--- src/rtl/uart_echo_fifo.sv ---
// Receive-to-transmit echo buffer: a circular FIFO fills from UART receive strobes
// and a three-state drain FSM feeds bytes one at a time to a busy-handshaking transmitter.
module uart_echo_fifo #(
  parameter int DEPTH = 16,
  parameter int WIDTH = 8
) (
  input  logic                     clk,
  input  logic                     rst_n,
  input  logic [WIDTH-1:0]         rx_data,
  input  logic                     rx_ready,
  input  logic                     tx_busy,
  output logic [WIDTH-1:0]         tx_data,
  output logic                     tx_start,
  output logic [$clog2(DEPTH):0]   count,
  output logic                     empty,
  output logic                     full,
  output logic                     overflow,
  input  logic                     ovf_clr
);

  localparam int AW = $clog2(DEPTH);
  localparam int CW = AW + 1;

  typedef enum logic [1:0] {
    S_IDLE,
    S_HOLD,
    S_WAIT
  } state_e;

  state_e          state_q;
  logic [WIDTH-1:0] tx_data_q;
  logic            tx_start_q;

  logic [AW-1:0]   wr_ptr_q, wr_ptr_d;
  logic [AW-1:0]   rd_ptr_q, rd_ptr_d;
  logic [CW-1:0]   count_q, count_d;
  logic            ovf_q, ovf_d;
  logic            run_q;

  logic [WIDTH-1:0] mem [DEPTH];

  logic full_w, empty_w;
  logic push, drop, pop;

  // run_q blocks all pushes and pops on the first edge after reset release.
  always_comb begin
    full_w   = (count_q == CW'(DEPTH));
    empty_w  = (count_q == '0);
    push     = run_q && rx_ready && !full_w;
    drop     = run_q && rx_ready && full_w;
    pop      = run_q && (state_q == S_IDLE) && !empty_w && !tx_busy;

    wr_ptr_d = push ? wr_ptr_q + AW'(1) : wr_ptr_q;
    rd_ptr_d = pop  ? rd_ptr_q + AW'(1) : rd_ptr_q;
    count_d  = count_q + CW'(push) - CW'(pop);

    ovf_d = ovf_q;
    if (drop) begin
      ovf_d = 1'b1;
    end else if (ovf_clr) begin
      ovf_d = 1'b0;
    end
  end

  always_ff @(posedge clk or negedge rst_n) begin
    if (!rst_n) begin
      wr_ptr_q <= '0;
      rd_ptr_q <= '0;
      count_q  <= '0;
      ovf_q    <= 1'b0;
      run_q    <= 1'b0;
    end else begin
      wr_ptr_q <= wr_ptr_d;
      rd_ptr_q <= rd_ptr_d;
      count_q  <= count_d;
      ovf_q    <= ovf_d;
      run_q    <= 1'b1;
    end
  end

  always_ff @(posedge clk) begin
    if (push) begin
      mem[wr_ptr_q] <= rx_data;
    end
  end

  // HOLD gives the transmitter one cycle to raise tx_busy before WAIT samples it.
  always_ff @(posedge clk or negedge rst_n) begin
    if (!rst_n) begin
      state_q    <= S_IDLE;
      tx_data_q  <= '0;
      tx_start_q <= 1'b0;
    end else begin
      tx_start_q <= 1'b0;
      case (state_q)
        S_IDLE: begin
          if (pop) begin
            tx_data_q  <= mem[rd_ptr_q];
            tx_start_q <= 1'b1;
            state_q    <= S_HOLD;
          end
        end
        S_HOLD: state_q <= S_WAIT;
        S_WAIT: begin
          if (!tx_busy) begin
            state_q <= S_IDLE;
          end
        end
        default: state_q <= S_IDLE;
      endcase
    end
  end

  assign tx_data  = tx_data_q;
  assign tx_start = tx_start_q;
  assign count    = count_q;
  assign empty    = empty_w;
  assign full     = full_w;
  assign overflow = ovf_q;

endmodule

--- config.mk ---
export PLATFORM = sky130hd
export DESIGN_NAME = uart_echo_fifo
export DESIGN_NICKNAME = d
export VERILOG_FILES = /design/src/rtl/uart_echo_fifo.sv
export SDC_FILE = /design/constraint.sdc
export NUM_CORES = 1
export LEC_CHECK = 0
export CORE_MARGIN = 5
export CORE_UTILIZATION = 62
export CTS_BUF_LIST = sky130_fd_sc_hd__clkbuf_4 sky130_fd_sc_hd__clkbuf_8
export CTS_CLUSTER_DIAMETER = 60
export DETAILED_ROUTE_END_ITERATION = 8
export GPL_ROUTABILITY_DRIVEN = 0
export PLACE_DENSITY = 0.82
export RECOVER_POWER = 25
export SETUP_SLACK_MARGIN = 0.05
export SKIP_CTS_REPAIR_TIMING = 1
export SYNTH_ARGS = -nofsm -noshare
export SYNTH_HDL_FRONTEND = slang
export SYNTH_SLANG_ARGS = --single-unit
--- constraint.sdc ---
create_clock -name clk -period 3.8 [get_ports clk]
set_clock_uncertainty 0.1 [all_clocks]
set_input_delay 0.57 -clock clk [delete_from_list [all_inputs] [get_ports clk]]
set_output_delay 0.57 -clock clk [all_outputs]
set_load 0.005 [all_outputs]
==> results.tsv, run 1 <==
metric	value	unit
worstSetupEndpointType	flip-flop	
yosys.area.top_type_share	0.621	
drc	0	
die_height	110	um
grt_use_total	0.210	
synth_compound_area_frac	0.0398	
peakVddDrop	0.000487	V
clk_pin_slew	0.09	ns
synth_common_cells	edfxtp_1 (128), mux4_2 (32), dfrtp_1 (26), nor2_1 (13)	
synth_edf_count	128	
dp_cells	470	
rows	36	
synth_cell_type_count	39	
core	9770	um2
startpoint_type	flip-flop	
crit_chain	inv_1, ha_1, or4b_1, buf_4, and2_4, ha_1, inv_1, ha_1, fa_1, a21oi_1, o21bai_1, xnor2_1	
synth_fa_ha_area_frac	0.0255	
rsz0062_at_grt	no	
synth-xor-area-share	0.0141	
yosysMostFrequentCell	edfxtp_1	
muxShareOfSynthArea	0.133	
cap_viol_max_count	0	
grt_start_max_net_pins	36	
avgSynthCellArea	19.4	um2
synth_nets	344	
netlist_instances	319	
slew_viol_final	0	
root_buffer	clkbuf_8	
synth.area.top_cells	edfxtp_1 (62%), mux4_2 (12%), dfrtp_1 (11%)	
cts_buffers	17	
clock.fmax	0.331	GHz
worstSetupPathType	flip-flop to flip-flop	
synth.largest_area_cell	edfxtp_1	
layoutNonFillerInstCount	502	
yosys_register_bits	154	
cp_common_cell	ha_1	
path_buf_inv	3	
drive_gt1_frac	0.236	
clkSinkCount	154	
setup_violations	0	
fin_crit	3.02	ns
ys_seq_area_frac	0.726	
tightest_slew	1.19	ns
grt_pass1_wl	17700	um
n_antenna_cell	0	
hold_path_class	flip-flop to flip-flop	
pwr_density_cell	678	nW/um2
cp_slowest_cell	or4b_1	
start_util	0.634	
maxSlewHeadroom	0.207	
nets	381	
synth_warnings	0	
clock_path_buffers	2	
io_buffer_count	29	
worstPathMaxFanout	15	
synthesis.area	6190	um2
dieArea	12100	um2
drt_wl_total	11300	um
max_stage_delay	0.43	ns
routedWlPerCell	22.6	um
drt_pass1_iterations	4	
grt_pass1_vias	3190	
required	4.03	ns
cp-startpoint	count[3]$_DFF_PN0_	
postSynth.asyncResetShare	0.169	
grt_overflow	0	
min_from	state_q[1]$_DFFE_PN0P_	
insertion_delay	0.43	ns
via_per_inst	6.00	
crit_arrival	3.25	ns
antenna_found_initial	0	
cts_tree	built	
synth_top_family_by_area	multiplexers	
fp.dieW	110	um
area_growth	12.4	%
status	completed	
drt_iter0_drc	252	
post-route-period-util	0.796	
io_pins	30	
synthFlopType	edfxtp_1	
postRouteAntennaNets	0	
cts_max_level	4	
synth-simple-area-share	0.0366	
setup_tns	0	ns
cp_top_family	adder cells	
crit-reg2reg-launch	count[3]$_DFF_PN0_	
hpwlAfterDp	7430	um
hold_viol	0	
leakagePower	2.37	nW
dr_total_vias	3013	
## power by group
part	internal (mW)	leakage, nW	switching (mW)	total [mW]
Sequential	2.03	1.46	0.226	2.25
Clock	0.473	0.171	0.631	1.10
Combinational	0.732	0.737	0.634	1.37
## area by class of cell
cell class	instances	area [um2]
inverters	12	45.0
multi-input cells	135	1550
clock buffers	18	241
repair buffers	36	355
clock inverters	14	114
well taps	133	166
fillers	591	2810
flip-flops and latches	154	4500
## registers in the layout, summed over array words and instances (netlist names)
name,cells
count,5
mem,128
overflow,1
rd_ptr_q,4
run_q,1
state_q,2
tx_data,8
tx_start,1
wr_ptr_q,4
## metrics by stage
stage | worst slack (ns) | hold slack [ns] | instance area, um2 | utilization | total power, mW
2_1_floorplan | 0.927 | 0.174 | 6190 | - | 3.22
3_3_place_gp | 0.764 | 0.397 | 6610 | 0.676 | 3.63
3_5_place_dp | 0.683 | 0.422 | 6610 | 0.676 | 3.68
4_1_cts | 0.760 | 0.439 | 6960 | 0.712 | 4.77
5_1_grt | 0.593 | 0.471 | 6960 | 0.712 | 4.97
6_report | 0.776 | 0.432 | 6960 | 0.712 | 4.72
## routing by layer
metal,vias to the layer above,share of wire,GRT usage
met5,-,0,0
met4,0,0.012,0.0864
met3,10,0.086,0.0435
met2,124,0.52,0.344
met1,1539,0.38,0.278
li1,1340,-,-
## cells in the final DEF (no fill, tap or decap), drive strengths merged, types with 2 or more instances in the layout
cell and instances:
a21oi 10, edfxtp 128, and3 2, xor2 5, clkdlybuf4s50 23, nand2 2, dfrtp 26, ha 11
clkbuf 18, nor2 13, mux2i 8, o22ai 9, inv 19, clkinvlp 4, nand3 4, clkinv 3
and2 3, buf 7, dlygate4sd3 6, xnor2 5, mux2 2, mux4 32, nand2b 3, nand4 4
a221oi 8, nor3 5
## worst reg2reg max path: cells and delay by family (launching register included)
family / cells / cell delay [ns]
AND/OR/NAND/NOR: 2 / 0.65
XOR/XNOR: 1 / 0.13
flip-flops: 1 / 0.42
buffers and inverters: 3 / 0.33
AO/OA/AOI/OAI: 2 / 0.24
adder cells (fa/ha/maj): 4 / 1.05
## worst paths after layout
kind	endpoint	slack, ns	cells after the start
max reg2reg	count[4]$_DFF_PN0_	0.78	12
min	state_q[1]$_DFFE_PN0P_	0.43	1
min in group asynchronous	count[1]$_DFF_PN0_	0.65	1
max	count[4]$_DFF_PN0_	0.78	12
min reg2reg	state_q[1]$_DFFE_PN0P_	0.43	1
max in group asynchronous	rd_ptr_q[0]$_DFFE_PN0P_	2.16	1
## kinds of logic (layout without fill, tap and decap cells)
| group | count (synthesis) | after routing |
|---|---|---|
| buf+inv | 30 | 80 |
| xor+xnor | 10 | 10 |
| fa+ha+maj | 12 | 12 |
| mux | 42 | 42 |
| compound gates | 30 | 30 |
| other cells | 1 | 1 |
| flops | 154 | 154 |
| simple gates | 40 | 40 |
Note: power is estimated with default switching activity, not from simulation.
==> run 2, diff against run 1 <==
--- a/config.mk
+++ b/config.mk
@@ -6,12 +6,12 @@
 export NUM_CORES = 1
 export LEC_CHECK = 0
 export CORE_MARGIN = 5
-export CORE_UTILIZATION = 62
+export CORE_UTILIZATION = 56
 export CTS_BUF_LIST = sky130_fd_sc_hd__clkbuf_4 sky130_fd_sc_hd__clkbuf_8
 export CTS_CLUSTER_DIAMETER = 60
 export DETAILED_ROUTE_END_ITERATION = 8
 export GPL_ROUTABILITY_DRIVEN = 0
-export PLACE_DENSITY = 0.82
+export PLACE_DENSITY = 0.78
 export RECOVER_POWER = 25
 export SETUP_SLACK_MARGIN = 0.05
 export SKIP_CTS_REPAIR_TIMING = 1
==> constraint.sdc (replaced) <==
create_clock -name clk -period 2.62 [get_ports clk]
set_clock_uncertainty 0.1 [all_clocks]
set_input_delay 0.393 -clock clk [delete_from_list [all_inputs] [get_ports clk]]
set_output_delay 0.393 -clock clk [all_outputs]
set_load 0.005 [all_outputs]
==> run 2 against run 1 <==
The run now ends with negative setup slack left; largest cell class unchanged; sequential cell count stayed put; sequential share of layout area down 3.2 points; critical path depth fell by 1; largest power group unchanged.
==> results.tsv, run 2 (synthesis results as in run 1) <==
metric	value	unit
antenna_found_initial	0	
insertion_delay	0.44	ns
whs	0.433	ns
required	2.85	ns
worstPathMaxFanout	2	
setup_ws	-0.0366	ns
pwr-share-clk	0.252	
clkSinkCount	154	
hpwlAfterDp	7820	um
post-route-period-util	1.01	
crit_arrival	2.89	ns
violations	negative setup slack	
dr_total_vias	3097	
setup_violations	1	
clock.fmax	0.376	GHz
total_power	7.35	mW
via_per_inst	5.74	
p_comb_frac	0.315	
tightest_slew	1.40	ns
drc	0	
die_height	115	um
start_util	0.571	
fin_crit	2.66	ns
core	10800	um2
cts_tree	built	
drive_gt1_frac	0.313	
nets	412	
leakagePower	2.57	nW
postRouteAntennaNets	0	
pwr_density_cell	1000	nW/um2
swShare	0.312	
cp_top_family	adder cells	
cts_max_level	4	
clock_path_buffers	2	
drt_iter0_drc	272	
io_pins	30	
cts_buffers	17	
drt_wl_total	11700	um
crit_chain	inv_2, ha_4, or4b_4, and2_4, ha_4, inv_2, ha_4, fa_2, a21oi_2, o21bai_1, xnor2_1	
rows	38	
n_antenna_cell	0	
cp_slowest_cell	or4b_4	
top_register	mem	
cap_viol_max_count	0	
p_int	5.06	mW
grt_use_total	0.191	
worstSetupEndpointType	flip-flop	
p_switching	2.30	mW
clk_pin_slew	0.09	ns
drt_pass1_iterations	4	
grt_pass1_vias	3208	
hold_path_class	flip-flop to flip-flop	
area_growth	18.2	%
mostFrequentLayoutCells	edfxtp_1 (128), buf_4 (35), mux4_2 (32)	
maxSlewHeadroom	0.0653	
grt_overflow	0	
io_buffer_count	29	
grt_pass1_wl	18100	um
largest_reg_flops	128	
root_buffer	clkbuf_8	
routedWlPerCell	21.7	um
cp_common_cell	ha_4	
seq_power_share	0.433	
rsz0062_at_grt	yes	
final_common_cell	edfxtp_1	
grt_start_max_net_pins	34	
hold_viol	0	
peakVddDrop	0.000598	V
fp.dieW	115	um
max_stage_delay	0.46	ns
slew_viol_final	0	
startpoint_type	flip-flop	
status	finished with violations	
worstSetupPathType	flip-flop to flip-flop	
dieArea	13300	um2
path_buf_inv	2	
-- run 2: cell count changes in the layout (fill, tap and decap cells not counted), sizes merged --
cell	previous run	this run
inv	19	20
bufinv	0	2
buf	7	37
dlygate4sd3	6	7
dlymetal6s2s	0	1
clkinvlp	4	2
clkdlybuf4s50	23	21
-- run 2: worst reg2reg max path, stage by stage, from the launching register on --
cell      delay (ns)
dfrtp_1         0.41
inv_2           0.09
ha_4            0.14
or4b_4          0.46
and2_4          0.17
ha_4            0.26
inv_2           0.04
ha_4            0.16
fa_2            0.37
a21oi_2         0.14
o21bai_1        0.09
xnor2_1         0.13
-- run 2: power groups by stage --
stage          Combinational (mW)  Sequential [mW]  Clock [mW]
6_report                     2.32             3.18        1.86
3_3_place_gp                 2.17             3.21           0
3_5_place_dp                 2.24             3.23           0
4_1_cts                      2.26             3.18        1.89
5_1_grt                      2.52             3.22        2.00
2_1_floorplan                1.58             3.12           0
-- run 2: path summary, 6_finish.rpt --
| path | startpoint | slack, ns | cells after the start | to |
|---|---|---|---|---|
| hold / removal | state_q[1]$_DFFE_PN0P_ | 0.43 | 1 | state_q[1]$_DFFE_PN0P_ |
| hold reg to reg | state_q[1]$_DFFE_PN0P_ | 0.43 | 1 | state_q[1]$_DFFE_PN0P_ |
| max in group asynchronous | rst_n | 0.81 | 2 | rd_ptr_q[0]$_DFFE_PN0P_ |
| setup reg to reg | count[3]$_DFF_PN0_ | -0.04 | 11 | count[4]$_DFF_PN0_ |
| min in group asynchronous | rst_n | 0.70 | 2 | count[4]$_DFF_PN0_ |
| setup / recovery | count[3]$_DFF_PN0_ | -0.04 | 11 | count[4]$_DFF_PN0_ |
-- run 2: metrics by stage --
stage	instances	setup WS, ns	utilization	setup TNS (ns)	cell area, um2
detailed placement	501	-0.0785	0.630	-0.0785	6830
floorplan	319	-0.186	-	-0.206	6230
CTS	533	-0.224	0.669	-0.315	7250
global placement	501	0.0396	0.630	0	6830
finish	540	-0.0366	0.675	-0.0366	7320
global route	540	-0.122	0.675	-0.122	7320
-- run 2: cell type report --
cell class | count | area (um2)
Fill cell | 690 | 3520
Sequential cell | 154 | 4500
Clock inverter | 15 | 184
Multi-Input combinational cell | 135 | 1590
Inverter | 12 | 45.0
Tap cell | 140 | 175
Timing Repair Buffer | 67 | 594
Clock buffer | 17 | 234
-- run 2: routing by layer --
layer,vias up,GRT usage,share of wire
met5,-,0,0
met4,0,0.0485,0.0060
met3,4,0.0505,0.059
met2,103,0.316,0.54
met1,1583,0.257,0.40
li1,1407,-,-
==> run 3, diff against run 2 <==
--- a/config.mk
+++ b/config.mk
@@ -11,7 +11,7 @@
 export CTS_CLUSTER_DIAMETER = 60
 export DETAILED_ROUTE_END_ITERATION = 8
 export GPL_ROUTABILITY_DRIVEN = 0
-export PLACE_DENSITY = 0.78
+export PLACE_DENSITY = 0.76
 export RECOVER_POWER = 25
 export SETUP_SLACK_MARGIN = 0.05
 export SKIP_CTS_REPAIR_TIMING = 1
==> run 3 against run 2 <==
The run still ends with negative setup slack left; worst setup slack worse by 0.0017 ns; via count about the same; sequential cell count unchanged; utilization down 0.31 points; cell area down 0.46%; largest power group unchanged; highest routed layer unchanged.
==> results.tsv, run 3 (synthesis results as in run 1) <==
metric	value	unit
io_pins	30	
cp_common_cell	ha_4	
cp_slowest_cell	or4b_4	
grt_pass1_vias	3287	
clock.fmax	0.376	GHz
crit_end	count[4]$_DFF_PN0_	
mostFrequentLayoutCells	edfxtp_1 (128), buf_4 (36), mux4_2 (32)	
path_buf_inv	2	
dieArea	13300	um2
clkSinkCount	154	
crit_chain	inv_2, ha_4, or4b_4, and2_4, ha_4, inv_2, ha_4, fa_2, a21oi_2, o21bai_1, xnor2_1	
path_depth	11	
fillers	705	
fin_crit	2.66	ns
hold_viol	0	
required	2.83	ns
pwr_density_cell	980	nW/um2
cap_viol_max_count	0	
postRouteAntennaNets	0	
via_per_inst	5.72	
setup_ws	-0.0383	ns
n_antenna_cell	0	
rsz0062_at_grt	yes	
seqCellArea	4500	um2
tightest_slew	1.42	ns
worstPathMaxFanout	2	
cp_top_family	adder cells	
peakVddDrop	0.000685	V
clk_pin_slew	0.08	ns
slew_viol_final	0	
io_buffer_count	29	
rr_worst_depth	11	
crit-reg2reg-launch	count[3]$_DFF_PN0_	
antenna_found_initial	0	
area_growth	17.7	%
root_buffer	clkbuf_8	
setup_violations	1	
maxSlewHeadroom	0.0522	
grt_start_max_net_pins	34	
drt_wl_total	11600	um
crit_arrival	2.87	ns
grt_use_total	0.190	
nets	413	
start_util	0.571	
cts_max_level	4	
r2r-end	count[4]$_DFF_PN0_	
total_power	7.14	mW
dp_worst_setup_slack	-0.0541	ns
top_register	mem	
grt_pass1_wl	18300	um
hold_path_class	flip-flop to flip-flop	
cts_tree	built	
drt_iter0_drc	307	
startpoint_type	flip-flop	
drive_gt1_frac	0.314	
post-route-util	0.672	
cts_buffers	17	
drt_pass1_iterations	6	
r2r_slack	-0.04	ns
leakagePower	2.54	nW
max_stage_delay	0.47	ns
hpwlAfterDp	7740	um
drc	0	
cp-startpoint	count[3]$_DFF_PN0_	
fp.dieW	115	um
grt_overflow	0	
multiInputGateArea	1590	um2
post-route-period-util	1.01	
core	10800	um2
worstSetupPathType	flip-flop to flip-flop	
largest_reg_flops	128	
whs	0.444	ns
insertion_delay	0.43	ns
die_height	115	um
dr_total_vias	3096	
violations	negative setup slack	
clock_path_buffers	2	
status	finished with violations	
rows	38	
worstSetupEndpointType	flip-flop	
routedWlPerCell	21.4	um
final_common_cell	edfxtp_1	
==> run 3: changes by cell type in the layout (fill, tap and decap cells not counted), sizes merged <==
cell and delta:
clkinvlp +5, inv -3, clkdlybuf4s50 +2, dlygate4sd3 -2, buf +1, bufinv -1, clkinv -1
==> run 3: cell type report <==
cell class,instances,area share
inverter,12,0.00618
clock buffer,17,0.0321
multi-input combinational,135,0.219
sequential,154,0.617
timing repair buffer,68,0.0826
tap,140,0.0240
clock inverter,15,0.0196
==> run 3: worst min-delay path by stage <==
| stage | start | to | slack [ns] | cells past startpoint |
|---|---|---|---|---|
| detailed placement | rd_ptr_q[2]$_DFFE_PN0P_ | rd_ptr_q[2]$_DFFE_PN0P_ | 0.42 | 1 |
| global placement | state_q[1]$_DFFE_PN0P_ | state_q[1]$_DFFE_PN0P_ | 0.40 | 1 |
| global route | ovf_clr | overflow$_DFFE_PN0P_ | 0.44 | 2 |
| finish | state_q[1]$_DFFE_PN0P_ | state_q[1]$_DFFE_PN0P_ | 0.44 | 1 |
| CTS | rst_n | wr_ptr_q[1]$_DFFE_PN0P_ | 0.21 | 2 |
| floorplan | rst_n | count[0]$_DFF_PN0_ | -0.003 | 0 |
==> run 3: power breakdown <==
group | internal [mW] | switching [mW]
clock | 0.766 | 0.897
sequential | 2.94 | 0.240
combinational | 1.23 | 1.07
total | 4.93 | 2.21
==> run 3: metal layers <==
metal,GRT usage,vias to the layer above,wire length (um)
met2,0.314,87,5920
met5,0,-,0
met4,0.0516,0,106
met1,0.254,1595,4960
li1,-,1407,-
met3,0.0495,7,615
==> run 3: per-stage QoR <==
step / TNS [ns] / instances / area (um2)
floorplan: -0.206 / 319 / 6230
global placement: 0 / 501 / 6830
detailed placement: -0.0541 / 501 / 6830
CTS: -0.280 / 533 / 7210
global route: -0.101 / 541 / 7290
finish: -0.0383 / 541 / 7290
